## src/rtl/proc_pkg.sv

```systemverilog
// Shared processor constants: bus register indices
// and default datapath widths.
package proc_pkg;

  localparam int DATA_W_DEF = 16;
  localparam int SEL_W_DEF  = 4;
  localparam int N_REGS_DEF = 11;

  localparam int REG_AR = 0;
  localparam int REG_DR = 1;
  localparam int REG_R1 = 2;
  localparam int REG_R2 = 3;
  localparam int REG_R3 = 4;
  localparam int REG_RA = 5;
  localparam int REG_RB = 6;
  localparam int REG_RC = 7;
  localparam int REG_AC = 8;
  localparam int REG_TR = 9;
  localparam int REG_IR = 10;

endpackage

```

## src/rtl/bus_reg_cell.sv

```systemverilog
// One datapath register with clear > load > increment
// priority; exposes its next value for read bypass.
module bus_reg_cell #(
  parameter int                DATA_W  = 16,
  parameter bit                INC_EN  = 1'b0,
  parameter logic [DATA_W-1:0] RST_VAL = '0
) (
  input  logic              clk,
  input  logic              rst_n,
  input  logic              clr,
  input  logic              ld,
  input  logic              inc,
  input  logic [DATA_W-1:0] d,
  output logic [DATA_W-1:0] q,
  output logic [DATA_W-1:0] nxt
);

  // Resolve next value; increment wraps naturally.
  always_comb begin
    nxt = q;
    if (clr) begin
      nxt = RST_VAL;
    end else if (ld) begin
      nxt = d;
    end else if (inc && INC_EN) begin
      nxt = q + 1'b1;
    end
  end

  // State register.
  always_ff @(posedge clk or negedge rst_n) begin
    if (!rst_n) begin
      q <= RST_VAL;
    end else begin
      q <= nxt;
    end
  end

endmodule

```

## src/rtl/bus_reg_bank.sv

```systemverilog
// Bus-loaded register bank: write decode, per-register
// clr/inc, bypassed registered read-back, ack/err pulses.
module bus_reg_bank
  import proc_pkg::*;
#(
  parameter int                DATA_W   = DATA_W_DEF,
  parameter int                N_REGS   = N_REGS_DEF,
  parameter int                SEL_W    = SEL_W_DEF,
  parameter logic [N_REGS-1:0] INC_MASK = 11'h011,
  parameter logic [DATA_W-1:0] RST_VAL  = '0
) (
  input  logic                     clk,
  input  logic                     rst_n,
  input  logic                     wr_en,
  input  logic [SEL_W-1:0]         wr_sel,
  input  logic [DATA_W-1:0]        wr_data,
  input  logic [N_REGS-1:0]        inc_en,
  input  logic [N_REGS-1:0]        clr_en,
  input  logic [SEL_W-1:0]         rd_sel,
  output logic [DATA_W-1:0]        rd_data,
  output logic [N_REGS*DATA_W-1:0] regs_flat,
  output logic                     wr_ack,
  output logic                     wr_err
);

  localparam logic [SEL_W:0] NREG_L = (SEL_W+1)'(N_REGS);

  logic [N_REGS-1:0] ld;
  logic [DATA_W-1:0] q   [N_REGS];
  logic [DATA_W-1:0] nxt [N_REGS];
  logic [DATA_W-1:0] rd_nxt;
  logic              sel_ok;

  assign sel_ok = ({1'b0, wr_sel} < NREG_L);

  for (genvar i = 0; i < N_REGS; i++) begin : g_reg
    assign ld[i] = wr_en && (wr_sel == SEL_W'(i));
    assign regs_flat[i*DATA_W +: DATA_W] = q[i];

    bus_reg_cell #(
      .DATA_W  (DATA_W),
      .INC_EN  (INC_MASK[i]),
      .RST_VAL (RST_VAL)
    ) u_cell (
      .clk   (clk),
      .rst_n (rst_n),
      .clr   (clr_en[i]),
      .ld    (ld[i]),
      .inc   (inc_en[i]),
      .d     (wr_data),
      .q     (q[i]),
      .nxt   (nxt[i])
    );
  end

  // Read mux over post-edge values; out of range reads 0.
  always_comb begin
    rd_nxt = '0;
    for (int i = 0; i < N_REGS; i++) begin
      if (rd_sel == SEL_W'(i)) begin
        rd_nxt = nxt[i];
      end
    end
  end

  // Registered read-back and write status pulses.
  always_ff @(posedge clk or negedge rst_n) begin
    if (!rst_n) begin
      rd_data <= RST_VAL;
      wr_ack  <= 1'b0;
      wr_err  <= 1'b0;
    end else begin
      rd_data <= rd_nxt;
      wr_ack  <= wr_en && sel_ok;
      wr_err  <= wr_en && !sel_ok;
    end
  end

endmodule

```

## config.mk

```make
export PLATFORM = sky130hd
export DESIGN_NAME = bus_reg_bank
export DESIGN_NICKNAME = d
export VERILOG_FILES = /design/src/rtl/proc_pkg.sv /design/src/rtl/bus_reg_cell.sv /design/src/rtl/bus_reg_bank.sv
export SDC_FILE = /design/constraint.sdc
export NUM_CORES = 1
export LEC_CHECK = 0
export ABC_CLOCK_PERIOD_IN_PS = 6300
export BUFFER_PORTS_ARGS = -buffer_cell sky130_fd_sc_hd__buf_2
export CAP_MARGIN = 20
export CELL_PAD_IN_SITES_DETAIL_PLACEMENT = 1
export CELL_PAD_IN_SITES_GLOBAL_PLACEMENT = 2
export CORE_UTILIZATION = 34
export DETAILED_ROUTE_END_ITERATION = 12
export PLACE_DENSITY_LB_ADDON = 0.12
export SYNTH_ARGS = -nofsm -noshare
export SYNTH_HDL_FRONTEND = slang
export SYNTH_SLANG_ARGS = --single-unit
```

## constraint.sdc

```tcl
create_clock -name clk -period 6.3 [get_ports clk]
set_input_delay 0.315 -clock clk [delete_from_list [all_inputs] [get_ports clk]]
set_output_delay 0.315 -clock clk [all_outputs]
set_load 0.01 [all_outputs]
```

==> results.py <==
metrics = {
    "run_status": {
        "outcome": "finished, final reports clean",
    },
    "placement": {
        "dpl_cell_area_um2": 11300,
        "post-place-ws_ns": 2.97,
        "portBuffers": 233,
        "dp_hpwl_um": 33300,
        "placedCellCount": 1672,
        "gp_congestion": 0.896,
    },
    "setup_path": {
        "r2r_slack_ns": 3.38,
        "crit_arrival_ns": 3.34,
        "setup.worst_path.start": "rd_sel[1]",
        "r2r-start": "g_reg[0].u_cell.q[0]$_DFF_PN0_",
        "crit_path_start_kind": "input pin",
        "slowest_stage": "or3_1",
        "crit_path_end_kind": "flop",
        "rr_worst_depth": 8,
        "worstPathRequired_ns": 6.63,
        "worst_r2r_endpoint": "rd_data[14]$_DFF_PN0_",
        "cp_max_fo": 20,
        "slowest_delay_ns": 0.57,
        "critPathKind": "input pin to flop",
        "path_cells": "buf_2 > clkinv_1 > nand2_1 > or3_1 > o221ai_1 > a211oi_1 > or4_1 > o31ai_1",
    },
    "cells_and_area": {
        "final_util": 0.415,
        "syn_to_final_growth_pct": 20.3,
        "final_cell_mix": "buf_2, nand2_1, dfrtp_1",
        "stdcell_area_um2": 11900,
        "drive_gt1_frac": 0.220,
        "stdcell_count": 1708,
        "nets": 1361,
        "final_common_cell": "buf_2",
    },
    "drt": {
        "first_pass_iters": 7,
        "drc": 0,
        "drt_wl_total_um": 45700,
        "viasPerCell": 5.77,
        "vias": 9854,
        "drtIter0Drc": 745,
        "wl_per_cell_um": 26.8,
        "ant_nets": 0,
    },
    "timing": {
        "max_slew_margin": 0.262,
        "hold_ws_ns": 0.149,
        "rsz0062_at_grt": "false",
        "setup_tns_ns": 0,
        "fin_crit_ns": 3.02,
        "fmax_mhz": 332,
        "final_max_slew_viol_count": 0,
        "postLayoutSetupSlackWorst_ns": 3.28,
        "timing.final.crit_share": 0.479,
        "setup_viol": 0,
        "tightest_slew_ns": 1.10,
        "skew_ns": 0.0172,
        "hold_viol": 0,
    },
    "job": {
        "drv_cap": 0,
    },
    "clock_network": {
        "cts_buffer_depth": 2,
        "cts-buffers-inserted": 17,
        "clk_latency_ns": 0.45,
        "clk_pin_slew_ns": 0.08,
        "clock_sinks": 194,
        "holdBufCountCts": 1,
        "post-cts-setup-buffers": 0,
        "postCtsResizedCells": 0,
        "clock-root-buffer": "clkbuf_16",
        "cts_tree": "yes",
        "cts_max_level": 4,
    },
    "floorplanning": {
        "design.die.area_um2": 29800,
        "initial_utilization": 0.345,
        "coreArea_um2": 28700,
        "die_x_um": 173,
        "die_y_um": 173,
        "fp-row-count": 62,
        "io_pins": 243,
    },
    "yosys": {
        "syn_area_per_cell_um2": 8.75,
        "netlist_area_um2": 9900,
        "yosys_most_used_dff": "dfrtp_1",
        "synth_edf_count": 0,
        "synth_seq_cells": 194,
        "synth-async-reset-ratio": 1.00,
        "synth.distinct_cells": 70,
        "syn_nets": 1183,
        "syn_inst": 1132,
        "yosysWarnings": 0,
        "synth_sequential_area_ratio": 0.490,
    },
    "power_and_ir_drop": {
        "power_mw": 2.74,
        "p_leak_nw": 5.96,
        "peakVddDrop_mv": 0.175,
        "powerDensity_nw_per_um2": 230,
    },
    "global_routing": {
        "grt_pass1_wl_um": 67400,
        "grt_usage": 0.307,
        "grt_pass1_vias": 9889,
        "gr-total-overflow": 0,
        "antenna_found_initial": 1,
        "grt_max_degree": 78,
    },
    "hold_path": {
        "hp-start": "wr_en",
        "min_path_cells": 3,
        "whs_endpoint": "wr_err$_DFF_PN0_",
        "hold_class": "input pin to flop",
    },
}
## worst max-delay path: cells and delay by family
family / cells / cell delay, ns
compound gates: 3 / 0.86
buf+inv: 2 / 0.87
simple gates: 3 / 1.27
## where the power goes
group / internal, mW / total (mW) / leakage, nW / switching, mW
clock: 0.545 / 1.14 / 0.289 / 0.593
sequential: 1.27 / 1.29 / 2.68 / 0.0240
combinational: 0.0802 / 0.307 / 2.99 / 0.227
## cell usage after synthesis, drive strengths merged, types with 3 or more instances
master	n	area share
a221o	3	0.0030
buf	23	0.012
o211ai	8	0.0061
o211a	4	0.0040
o221ai	5	0.0044
or3	11	0.0070
a211oi	23	0.017
and2	5	0.0032
nand2b	3	0.0019
nand3	25	0.013
a21oi	110	0.056
a31oi	4	0.0025
or4	6	0.0045
clkbuf	61	0.023
xnor2	10	0.0088
a22oi	5	0.0038
nand4	10	0.0063
mux2i	60	0.061
dfrtp	194	0.49
o32ai	4	0.0035
nor2	155	0.060
nor3	16	0.0081
nand2	213	0.082
o21ai	47	0.024
or2	5	0.0032
a311oi	3	0.0027
nor4	9	0.0057
o31ai	4	0.0030
nor2b	7	0.0047
o22ai	31	0.020
xor2	12	0.011
and3	3	0.0019
inv	9	0.0034
a211o	5	0.0044
## worst max-delay path by stage
stage | to | slack, ns
after floorplan | rd_data[14]$_DFF_PN0_ | 4.14
after global placement | rd_data[5]$_DFF_PN0_ | 2.94
after detailed placement | rd_data[5]$_DFF_PN0_ | 2.97
after CTS | rd_data[14]$_DFF_PN0_ | 3.40
after global routing | rd_data[14]$_DFF_PN0_ | 3.19
final | rd_data[5]$_DFF_PN0_ | 3.28
## logic make-up (layout without fill, tap and decap cells)
logic type	count (synthesis)	in the layout	synth area share
adders and majority gates	2	2	0.00253
AOI/OAI and AO/OA	282	282	0.178
muxes	60	60	0.0607
buffers and inverters	94	285	0.0389
other	0	1	0
and+or+nand+nor	478	478	0.210
xor gates and xnor gates	22	22	0.0195
DFF	194	194	0.490
## registers in the layout, indices dropped and copies added (netlist names)
register and count:
wr_ack 1, rd_data 16, g.u_cell.q 176, wr_err 1
## routing by layer
metal / up-vias / global-route usage / share of wire
li1: 4320 / - / -
met1: 5107 / 0.446 / 0.46
met2: 379 / 0.477 / 0.45
met3: 48 / 0.0471 / 0.062
met4: 0 / 0.0796 / 0.020
met5: - / 0 / 0
## area by class of cell
class | count | area (µm²)
well taps | 384 | 480
diodes | 1 | 2.50
flip-flops and latches | 194 | 4850
clock inverters | 14 | 159
multi-input cells | 844 | 4660
clock buffers | 18 | 439
repair buffers | 243 | 1280
inverters | 10 | 37.5
fillers | 3457 | 16800
(Power assumes the default switching activity.)
